## config.mk

```make
export PLATFORM = sky130hd
export DESIGN_NAME = uart_tx_fifo
export DESIGN_NICKNAME = d
export VERILOG_FILES = /design/src/rtl/uart_tx_fifo.sv
export SDC_FILE = /design/constraint.sdc
export NUM_CORES = 1
export LEC_CHECK = 0
export CAP_MARGIN = 10
export CORE_UTILIZATION = 60
export CTS_BUF_LIST = sky130_fd_sc_hd__clkbuf_8
export DETAILED_ROUTE_END_ITERATION = 6
export PLACE_DENSITY_LB_ADDON = 0.3
export SLEW_MARGIN = 5
export SYNTH_ARGS = -nofsm -noshare
export SYNTH_HDL_FRONTEND = slang
export SYNTH_SLANG_ARGS = --single-unit
export TNS_END_PERCENT = 100
```

## constraint.sdc

```tcl
create_clock -name clk -period 4.7 [get_ports clk]
set_input_delay 0.94 -clock clk [delete_from_list [all_inputs] [get_ports clk]]
set_output_delay 0.94 -clock clk [all_outputs]
set_load 0.02 [all_outputs]
```

## src/rtl/uart_tx_fifo.sv

```systemverilog
// uart_tx_fifo: parametrised UART transmitter with a built-in transmit FIFO.
// A valid/ready write port fills the FIFO. Frames leave back-to-back for as
// long as the FIFO holds data. Frame format is start, DATA_BITS data bits sent
// LSB first, an optional parity bit, then STOP_BITS stop bits.
// Optional feature: define UART_TX_BREAK_EN to add the tx_break input. A break
// holds the line low once the current frame has completed. After the break is
// released, the line is high for one full bit time before the next start bit.
module uart_tx_fifo #(
  parameter int CLK_FREQ   = 50000000,
  parameter int BAUD       = 115200,
  parameter int DATA_BITS  = 8,
  parameter int PARITY     = 0,
  parameter int STOP_BITS  = 1,
  parameter int FIFO_DEPTH = 16
) (
  input  logic                          clk,
  input  logic                          rstn,
  input  logic [DATA_BITS-1:0]          tx_data,
  input  logic                          tx_valid,
  output logic                          tx_ready,
  output logic [$clog2(FIFO_DEPTH):0]   fifo_level,
  output logic                          busy,
  output logic                          tx_done,
  output logic                          uart_tx
`ifdef UART_TX_BREAK_EN
  ,
  input  logic                          tx_break
`endif
);

  localparam int DIV = CLK_FREQ / BAUD;
  localparam int CW  = (DIV > 1) ? $clog2(DIV) : 1;
  localparam int AW  = $clog2(FIFO_DEPTH);
  localparam int LW  = AW + 1;
  localparam int BW  = 4;

  typedef enum logic [2:0] {
    ST_IDLE   = 3'd0,
    ST_START  = 3'd1,
    ST_DATA   = 3'd2,
    ST_PARITY = 3'd3,
    ST_STOP   = 3'd4,
    ST_BREAK  = 3'd5,
    ST_BGAP   = 3'd6
  } state_t;

  // Parity over the data bits. Odd parity inverts the XOR so that the total
  // number of ones, including the parity bit, becomes odd.
  function automatic logic parity_bit(input logic [DATA_BITS-1:0] d);
    parity_bit = (^d) ^ (PARITY == 1);
  endfunction

  // FIFO storage and pointers
  logic [DATA_BITS-1:0] mem_r [FIFO_DEPTH];
  logic [AW-1:0]        wr_ptr_r, rd_ptr_r;
  logic [LW-1:0]        level_r;
  logic                 push_s, pop_s, full_s, empty_s;
  logic [DATA_BITS-1:0] head_s;

  // Transmit engine state
  state_t               state_r, state_nxt_s;
  logic [CW-1:0]        baud_r, baud_nxt_s;
  logic [BW-1:0]        bit_r, bit_nxt_s;
  logic [DATA_BITS-1:0] shift_r, shift_nxt_s;
  logic                 par_r, par_nxt_s;
  logic                 tx_nxt_s, busy_nxt_s, done_nxt_s;
  logic                 bit_end_s, launch_s;

  assign full_s     = (level_r == LW'(FIFO_DEPTH));
  assign empty_s    = (level_r == {LW{1'b0}});
  assign tx_ready   = ~full_s;
  assign fifo_level = level_r;
  assign push_s     = tx_valid & ~full_s;
  assign head_s     = mem_r[rd_ptr_r];
  assign bit_end_s  = (baud_r == CW'(DIV - 1));

  // FIFO data array: stores the accepted word at the write pointer
  always_ff @(posedge clk) begin
    if (push_s) begin
      mem_r[wr_ptr_r] <= tx_data;
    end
  end

  // FIFO pointers and occupancy. A simultaneous push and pop leaves the level unchanged.
  always_ff @(posedge clk or negedge rstn) begin
    if (!rstn) begin
      wr_ptr_r <= {AW{1'b0}};
      rd_ptr_r <= {AW{1'b0}};
      level_r  <= {LW{1'b0}};
    end else begin
      if (push_s) begin
        wr_ptr_r <= wr_ptr_r + AW'(1);
      end
      if (pop_s) begin
        rd_ptr_r <= rd_ptr_r + AW'(1);
      end
      case ({push_s, pop_s})
        2'b10:   level_r <= level_r + LW'(1);
        2'b01:   level_r <= level_r - LW'(1);
        default: level_r <= level_r;
      endcase
    end
  end

  // Engine registers. The line, busy and done outputs are driven directly from flops.
  always_ff @(posedge clk or negedge rstn) begin
    if (!rstn) begin
      state_r <= ST_IDLE;
      baud_r  <= {CW{1'b0}};
      bit_r   <= {BW{1'b0}};
      shift_r <= {DATA_BITS{1'b0}};
      par_r   <= 1'b0;
      uart_tx <= 1'b1;
      busy    <= 1'b0;
      tx_done <= 1'b0;
    end else begin
      state_r <= state_nxt_s;
      baud_r  <= baud_nxt_s;
      bit_r   <= bit_nxt_s;
      shift_r <= shift_nxt_s;
      par_r   <= par_nxt_s;
      uart_tx <= tx_nxt_s;
      busy    <= busy_nxt_s;
      tx_done <= done_nxt_s;
    end
  end

  // Next-state logic. A "launch" decides what follows idle, a final stop bit, or a
  // break gap: a break, the next queued word with no idle gap, or idle.
  always_comb begin
    state_nxt_s = state_r;
    baud_nxt_s  = baud_r;
    bit_nxt_s   = bit_r;
    shift_nxt_s = shift_r;
    par_nxt_s   = par_r;
    tx_nxt_s    = uart_tx;
    busy_nxt_s  = busy;
    done_nxt_s  = 1'b0;
    pop_s       = 1'b0;
    launch_s    = 1'b0;

    case (state_r)
      ST_IDLE: begin
        launch_s = 1'b1;
      end
      ST_START: begin
        if (bit_end_s) begin
          baud_nxt_s  = {CW{1'b0}};
          bit_nxt_s   = {BW{1'b0}};
          tx_nxt_s    = shift_r[0];
          state_nxt_s = ST_DATA;
        end else begin
          baud_nxt_s = baud_r + CW'(1);
        end
      end
      ST_DATA: begin
        if (bit_end_s) begin
          baud_nxt_s = {CW{1'b0}};
          if (bit_r == BW'(DATA_BITS - 1)) begin
            bit_nxt_s = {BW{1'b0}};
            if (PARITY != 0) begin
              tx_nxt_s    = par_r;
              state_nxt_s = ST_PARITY;
            end else begin
              tx_nxt_s    = 1'b1;
              state_nxt_s = ST_STOP;
            end
          end else begin
            bit_nxt_s   = bit_r + BW'(1);
            shift_nxt_s = {1'b0, shift_r[DATA_BITS-1:1]};
            tx_nxt_s    = shift_r[1];
          end
        end else begin
          baud_nxt_s = baud_r + CW'(1);
        end
      end
      ST_PARITY: begin
        if (bit_end_s) begin
          baud_nxt_s  = {CW{1'b0}};
          bit_nxt_s   = {BW{1'b0}};
          tx_nxt_s    = 1'b1;
          state_nxt_s = ST_STOP;
        end else begin
          baud_nxt_s = baud_r + CW'(1);
        end
      end
      ST_STOP: begin
        if (bit_end_s) begin
          baud_nxt_s = {CW{1'b0}};
          if (bit_r == BW'(STOP_BITS - 1)) begin
            done_nxt_s = 1'b1;
            launch_s   = 1'b1;
          end else begin
            bit_nxt_s = bit_r + BW'(1);
          end
        end else begin
          baud_nxt_s = baud_r + CW'(1);
        end
      end
`ifdef UART_TX_BREAK_EN
      ST_BREAK: begin
        baud_nxt_s = {CW{1'b0}};
        if (tx_break) begin
          tx_nxt_s = 1'b0;
        end else begin
          tx_nxt_s    = 1'b1;
          state_nxt_s = ST_BGAP;
        end
      end
      ST_BGAP: begin
        if (bit_end_s) begin
          launch_s = 1'b1;
        end else begin
          baud_nxt_s = baud_r + CW'(1);
        end
      end
`endif
      default: begin
        state_nxt_s = ST_IDLE;
        baud_nxt_s  = {CW{1'b0}};
        tx_nxt_s    = 1'b1;
        busy_nxt_s  = 1'b0;
      end
    endcase

    if (launch_s) begin
      baud_nxt_s = {CW{1'b0}};
      bit_nxt_s  = {BW{1'b0}};
`ifdef UART_TX_BREAK_EN
      if (tx_break) begin
        tx_nxt_s    = 1'b0;
        busy_nxt_s  = 1'b1;
        state_nxt_s = ST_BREAK;
      end else
`endif
      if (!empty_s) begin
        pop_s       = 1'b1;
        shift_nxt_s = head_s;
        par_nxt_s   = parity_bit(head_s);
        tx_nxt_s    = 1'b0;
        busy_nxt_s  = 1'b1;
        state_nxt_s = ST_START;
      end else begin
        tx_nxt_s    = 1'b1;
        busy_nxt_s  = 1'b0;
        state_nxt_s = ST_IDLE;
      end
    end else begin
      pop_s = 1'b0;
    end
  end

endmodule

```

==> results of run 1 <==
## sequential cells by signal, summed over array words and instances (netlist names)
register,cells
busy,1
fifo_level,5
bit_r,4
shift_r,8
mem_r,128
state_r,3
wr_ptr_r,4
baud_r,9
tx_done,1
uart_tx,1
rd_ptr_r,4
## worst paths after layout
check / to / slack (ns) / depth (start not counted)
setup reg to reg: fifo_level[4]$_DFFE_PN0P_ / 1.61 / 14
max in group asynchronous: rd_ptr_r[1]$_DFFE_PN0P_ / 3.49 / 1
hold reg to reg: shift_r[7]$_DFF_PN0_ / 0.53 / 2
min in group asynchronous: fifo_level[1]$_DFFE_PN0P_ / 0.61 / 1
hold / removal: shift_r[7]$_DFF_PN0_ / 0.53 / 2
setup / recovery: fifo_level[4]$_DFFE_PN0P_ / 1.61 / 14
## power groups by stage
stage               registers (mW)  logic [mW]  clock network (mW)
finish                        2.13        1.35                1.03
global route                  2.17        1.48                1.11
CTS                           2.14        1.36                1.05
detailed placement            2.17        1.35                   0
global placement              2.15        1.32                   0
floorplan                     1.99        1.15                   0
## per-stage QoR
| stage | power [mW] | std cells | hold WS [ns] |
|---|---|---|---|
| 4_1_cts | 4.54 | 608 | 0.536 |
| 3_5_place_dp | 3.52 | 576 | 0.524 |
| 6_report | 4.51 | 608 | 0.532 |
| 2_1_floorplan | 3.14 | 430 | 0.480 |
| 3_3_place_gp | 3.47 | 576 | 0.504 |
| 5_1_grt | 4.76 | 608 | 0.561 |
## Yosys cell counts (4+ instances only)
cell,n
clkbuf_1,6
xnor2_1,11
xor2_1,9
nand2_1,18
dfrtp_1,39
mux4_2,32
ha_1,13
a21oi_1,12
inv_1,9
o21ai_0,5
and3_1,4
a21oi_2,5
and3_4,4
buf_2,7
a22oi_1,14
nor2_1,34
nor3_1,8
mux2_2,5
edfxtp_1,128
nand3_1,5
mux2i_1,8
## cell families (layout without fill, tap and decap cells)
logic type | count (synthesis) | count (layout)
compound gates | 55 | 55
xor+xnor | 20 | 20
fa+ha+maj | 14 | 14
buf+inv | 32 | 67
flops | 168 | 168
mux | 45 | 45
simple gates | 96 | 96
## area by class of cell
cell class | count | area [µm²]
clock inverters | 13 | 145
multi-input cells | 230 | 2090
clock buffers | 19 | 262
repair buffers | 25 | 230
well taps | 143 | 179
flip-flops and latches | 168 | 4850
fillers | 722 | 3670
inverters | 10 | 37.5
## critical path: stages (launching register included)
cell and delay, ns:
dfrtp_1 0.41, inv_1 0.10, ha_1 0.14, nor3b_1 0.33, nand3_2 0.19, a21oi_2 0.16
buf_4 0.23, ha_1 0.36, xor2_1 0.18, ha_1 0.21, nor2b_1 0.18, o21ai_0 0.09
a31oi_1 0.18, nor2_1 0.07, xor2_1 0.14
## cell usage in the layout (no fill, tap or decap), types with 2 or more instances in the layout
master,instances
edfxtp_1,128
dfrtp_1,37
nor2_1,34
mux4_2,32
clkbuf_8,19
nand2_1,18
clkdlybuf4s50_1,18
a22oi_1,14
ha_1,13
a21oi_1,12
xnor2_1,11
inv_1,10
xor2_1,9
nor3_1,8
mux2i_1,8
buf_4,6
a21oi_2,5
nand3_1,5
mux2_2,5
o21ai_0,5
and3_4,4
and3_1,4
clkinvlp_4,4
nand2b_1,3
nor2b_1,3
a31oi_1,3
inv_6,3
nor3b_1,2
and2_1,2
o211ai_1,2
or2_2,2
o22ai_1,2
a211oi_1,2
a22o_1,2
nand4_1,2
bufinv_16,2
dfrtp_2,2
## routing by layer
| metal | up-vias | wire (µm) | part of all wire (%) |
|---|---|---|---|
| li1 | 1700 | - | - |
| met1 | 1868 | 5600 | 43 |
| met2 | 101 | 6400 | 50 |
| met3 | 17 | 647 | 5.0 |
| met4 | 0 | 248 | 1.9 |
| met5 | - | 0 | 0 |
==> metrics.md, run 1 <==
| Metric | Value |
|---|---|
| Synth area leaders | edfxtp_1 54%, dfrtp_1 14%, mux4_2 10% |
| Vias in the first global route | 3779 |
| Setup ws final | 1.61 ns |
| Static Leak | 2.74 nW |
| Final ANT Viol Nets | 0 |
| Synth area leader | edfxtp_1 |
| Gr usage total | 23.5% |
| DRT iter0 DRCs | 335 |
| DP Area | 0.00739 mm² |
| GR Util met1 | 32.2% |
| Sw Ratio | 33.0% |
| Met2 Use GR | 36.8% |
| First-pass GRT wire length | 21100 µm |
| Initial antenna violation count | 0 |
| Seq/Total Area, Yosys | 68.2% |
| Switching Power | 1.49 mW |
| Ys flop type | edfxtp_1 |
| Area Overhead vs Synth | 9.76% |
| Setup violations, final | 0 |
| Pint | 3.03 mW |
| WL final | 12900 µm |
| Finished Cell Area | 0.00779 mm² |
| Via count | 3686 |
| Post-route DRC | 0 |
| Pwr per Cell Area | 579 mW/mm² |
| M3 GR Usage | 5.96% |
| TritonCTS buffer count | 17 |
| Max-cap viol count | 0 |
| Port Buffers | 19 |
| Clock root cell | clkbuf_8 |
| Status | finished, final reports clean |
| Clock Skew | 0.0115 ns |
| Multiplexer share of the synthesized area | 12.1% |
| Nature of the critical path endpoint | flip-flop |
| Unrepaired setup endpoints after global routing | no |
| Post-Place Worst Slack | 1.37 ns |
| Critical R2R Launch | bit_r[0]$_DFFE_PN0P_ |
| VDD IR max | 0.381 mV |
| Mapped cell area | 0.00710 mm² |
| Flops & latches, synth | 168 |
| Hold Vio Cnt, Final | 0 |
| Post-synth EDFFs | 128 |
| Simple logic cell fraction of the synthesized area | 7.10% |
| Fin nets | 476 |
| CTS Hold Bufs | 0 |
| Hold Startpoint | shift_r[7]$_DFF_PN0_ |
| Setup_tns | 0 ns |
| Clock Power Share | 22.8% |
| Crit path launch | bit_r[0]$_DFFE_PN0P_ |
| Die Y | 111 µm |
| Fraction of layout cells with a size suffix above 1 | 20.9% |
| # Post-CTS Setup Buffers | 0 |
| Post-synthesis net count | 454 |
| Die area | 0.0123 mm² |
| Synth async-reset ratio | 23.8% |
| Sequential power share | 47.2% |
| H-tree depth | 4 |
| Routed WL per cell | 21.2 µm |
| Final min period | 3.09 ns |
| 1st-pass router iterations | 4 |
| Worst slew margin | 40.6% |
| Post-synth top area share | 54.1% |
| HP Class | flip-flop to flip-flop |
| Worst EP arrival | 3.43 ns |
| Num rows | 39 |
| Post-CTS Resized | 0 |
| Combinational power share | 30.0% |
| CTS tree | yes |
| Clock-pin slew on the worst setup and hold paths | 0.09 ns |
| Clk buf depth | 2 |
| Die width | 111 µm |
| Required @ worst endpoint | 5.04 ns |
| Synth Area in XOR/XNOR | 2.47% |
| Slew @ Worst Pin | 0.891 ns |
| Routability congestion estimate | 0.775 |
| Final Util | 68.0% |
| Pins Over Slew Limit | 0 |
| Gr busiest metal | met2 |
| Largest net degree at the start of global routing | 41 |
| Crit path kind | flip-flop to flip-flop |
| Compound-Gate Fraction of Synth Area | 5.39% |
| Gr ovfl total | 0 |
| Synth Area per Inst | 16.5 µm² |
| Number of I/O pins | 20 |
| Post-synthesis adder-cell area fraction | 2.45% |
| Clock sink total | 168 |
| Via density per instance | 6.06 |
| Warning count from the yosys run | 0 |
| Worst setup SP type | flip-flop |
| Post-Synthesis Cells | 430 |
| Critical path peak fanout | 17 |
| Fin crit share | 65.7% |
| Unique masters post-synth | 55 |
| Initial Util | 61.9% |
| Largest family of logic cells by synthesized area | multiplexers |
| HPWL after DPL | 8500 µm |
| ANT cells | 0 |
| Core Footprint | 0.0115 mm² |
| Fmax | 0.324 GHz |
| Worst skew pair latency | 0.46 ns |
Note: power is estimated with default switching activity, not from simulation.
==> inputs of run 2 (changes only) <==
- clock period: 4.7 -> 2.9 ns (I/O delays scaled with it)
==> metrics.md, run 2 (synthesis results as in run 1) <==
| Metric | Value |
|---|---|
| Setup violations, final | 0 |
| DP Area | 0.00753 mm² |
| Crit-path leading delay family | adder cells |
| RR Endpoint | fifo_level[4]$_DFFE_PN0P_ |
| 1st-pass router iterations | 5 |
| HPWL after DPL | 8550 µm |
| Switching Power | 2.43 mW |
| Reg with most FFs | mem_r |
| Initial Util | 61.9% |
| Number of I/O pins | 20 |
| Worst EP arrival | 2.92 ns |
| Unrepaired setup endpoints after global routing | no |
| Non-Filler Instances | 626 |
| # Post-CTS Setup Buffers | 0 |
| R2r worst-path depth | 13 |
| Largest net degree at the start of global routing | 41 |
| Commonest cells after routing, fill and taps aside | 128 x edfxtp_1, 38 x dfrtp_1, 34 x nor2_1 |
| HP Class | input pin to async pin |
| Post-Place Worst Slack | 0.209 ns |
| CP endpoint | fifo_level[4]$_DFFE_PN0P_ |
| Fin nets | 494 |
| Vias in the first global route | 3925 |
| Status | finished, final reports clean |
| M3 GR Usage | 4.70% |
| Crit path kind | flip-flop to flip-flop |
| Sw Ratio | 33.8% |
| VDD IR max | 0.692 mV |
| Clk buf depth | 2 |
| CP max-delay cell | dfrtp_1 |
| Most common cell after layout, fill and taps aside | edfxtp_1 |
| Via count | 3799 |
| Port Buffers | 19 |
| CTS Hold Bufs | 0 |
| Worst slew margin | 40.2% |
| Sequential power share | 45.7% |
| Setup ws final | 0.314 ns |
| Area Overhead vs Synth | 10.9% |
| Gr usage total | 23.1% |
| Core Footprint | 0.0115 mm² |
| Crit path depth | 13 |
| GR Util met1 | 30.2% |
| Gr busiest metal | met2 |
| Die Y | 111 µm |
| CTS tree | yes |
| Final min period | 2.59 ns |
| Placed Instances | 594 |
| Flop2flop setup slack | 0.31 ns |
| Gr ovfl total | 0 |
| Clock sink total | 168 |
| Fin crit share | 89.2% |
| Setup_tns | 0 ns |
| WL final | 13000 µm |
| Clock Skew | 0.00880 ns |
| Finished Cell Area | 0.00788 mm² |
| Pins Over Slew Limit | 0 |
| Crit path launch | bit_r[0]$_DFFE_PN0P_ |
| Fmax | 0.387 GHz |
| Required @ worst endpoint | 3.23 ns |
| Largest register FFs | 128 |
| Pint | 4.76 mW |
| Initial antenna violation count | 0 |
| Routed WL per cell | 20.8 µm |
| Cells along the critical path | inv_1, ha_1, nor3b_2, nand3_2, a21oi_2, ha_1, buf_4, ha_1, o211ai_1, a21oi_1, a31oi_1, nor2_1, xor2_1 |
| DRT iter0 DRCs | 276 |
| Hold Vio Cnt, Final | 0 |
| Max-cap viol count | 0 |
| H-tree depth | 4 |
| Critical path peak fanout | 7 |
| Die area | 0.0123 mm² |
| Biggest regs | mem_r x128, baud_r x9, shift_r x8 |
| Static Leak | 2.81 nW |
| Fraction of layout cells with a size suffix above 1 | 23.6% |
| Routability congestion estimate | 0.807 |
| Clock root cell | clkbuf_8 |
| Via density per instance | 6.07 |
| Critical path's most frequent cell | ha_1 |
| Nature of the critical path endpoint | flip-flop |
| CP Buf/Inv Count | 2 |
| ANT cells | 0 |
| Critical R2R Launch | bit_r[0]$_DFFE_PN0P_ |
| Worst setup SP type | flip-flop |
| Num rows | 39 |
| Clock-pin slew on the worst setup and hold paths | 0.09 ns |
| Clock Power Share | 19.9% |
| Worst path max stage delay | 0.41 ns |
| Slew @ Worst Pin | 0.897 ns |
| Final ANT Viol Nets | 0 |
| TritonCTS buffer count | 17 |
| First-pass GRT wire length | 20800 µm |
| Post-route DRC | 0 |
| Met2 Use GR | 37.1% |
| Combinational power share | 34.3% |
| Pwr per Cell Area | 913 mW/mm² |
| Die width | 111 µm |
| Worst skew pair latency | 0.45 ns |
==> run 2: cell types whose count changed in the layout (fill, tap and decap cells not counted), moves of 2 or more <==
cell and change:
bufinv_16 -2, buf_4 +17, clkbuf_8 -2, clkinv_2 +3
==> run 2: worst min-delay path by stage <==
stage	depth (start not counted)	slack, ns	end
floorplan	0	0.28	baud_r[0]$_DFFE_PN0P_
detailed placement	2	0.52	shift_r[7]$_DFF_PN0_
finish	1	0.26	baud_r[6]$_DFFE_PN0P_
CTS	1	0.28	baud_r[1]$_DFFE_PN0P_
global placement	1	0.50	baud_r[0]$_DFFE_PN0P_
global route	1	0.32	baud_r[8]$_DFFE_PN0P_
==> run 2: per-stage QoR <==
step                      total power, mW  hold WS [ns]  utilization (%)
after floorplan                      5.10         0.284                -
after global placement               5.73         0.495             65.7
after detailed placement             5.82         0.525             65.7
after CTS                            7.25         0.277             68.7
after global routing                 7.57         0.322             68.7
final                                7.19         0.255             68.7
==> run 2: power groups by stage <==
stage | Clock [mW] | Sequential, mW | Combinational (mW)
after floorplan | 0 | 3.23 | 1.87
after global placement | 0 | 3.31 | 2.42
after detailed placement | 0 | 3.34 | 2.48
after CTS | 1.46 | 3.29 | 2.50
after global routing | 1.55 | 3.34 | 2.68
final | 1.43 | 3.29 | 2.47
==> run 2: layout make-up <==
cell class | count | area [µm²]
Clock inverter | 15 | 104
Multi-Input combinational cell | 230 | 2100
Sequential cell | 168 | 4850
Fill cell | 753 | 3590
Clock buffer | 17 | 234
Timing Repair Buffer | 43 | 378
Inverter | 10 | 37.5
Tap cell | 143 | 179
==> run 2: what timing repair did <==
action / in CTS / in global routing
gates resized for setup: 0 / 1
setup endpoints to repair: 0 / 1
endpoints found under the hold margin: 0 / 0
==> run 2: per-layer routing <==
layer / share of wire, % / routed length [µm]
met1: 43 / 5520
met2: 50 / 6480
met3: 5.0 / 644
met4: 2.6 / 344
met5: 0 / 0
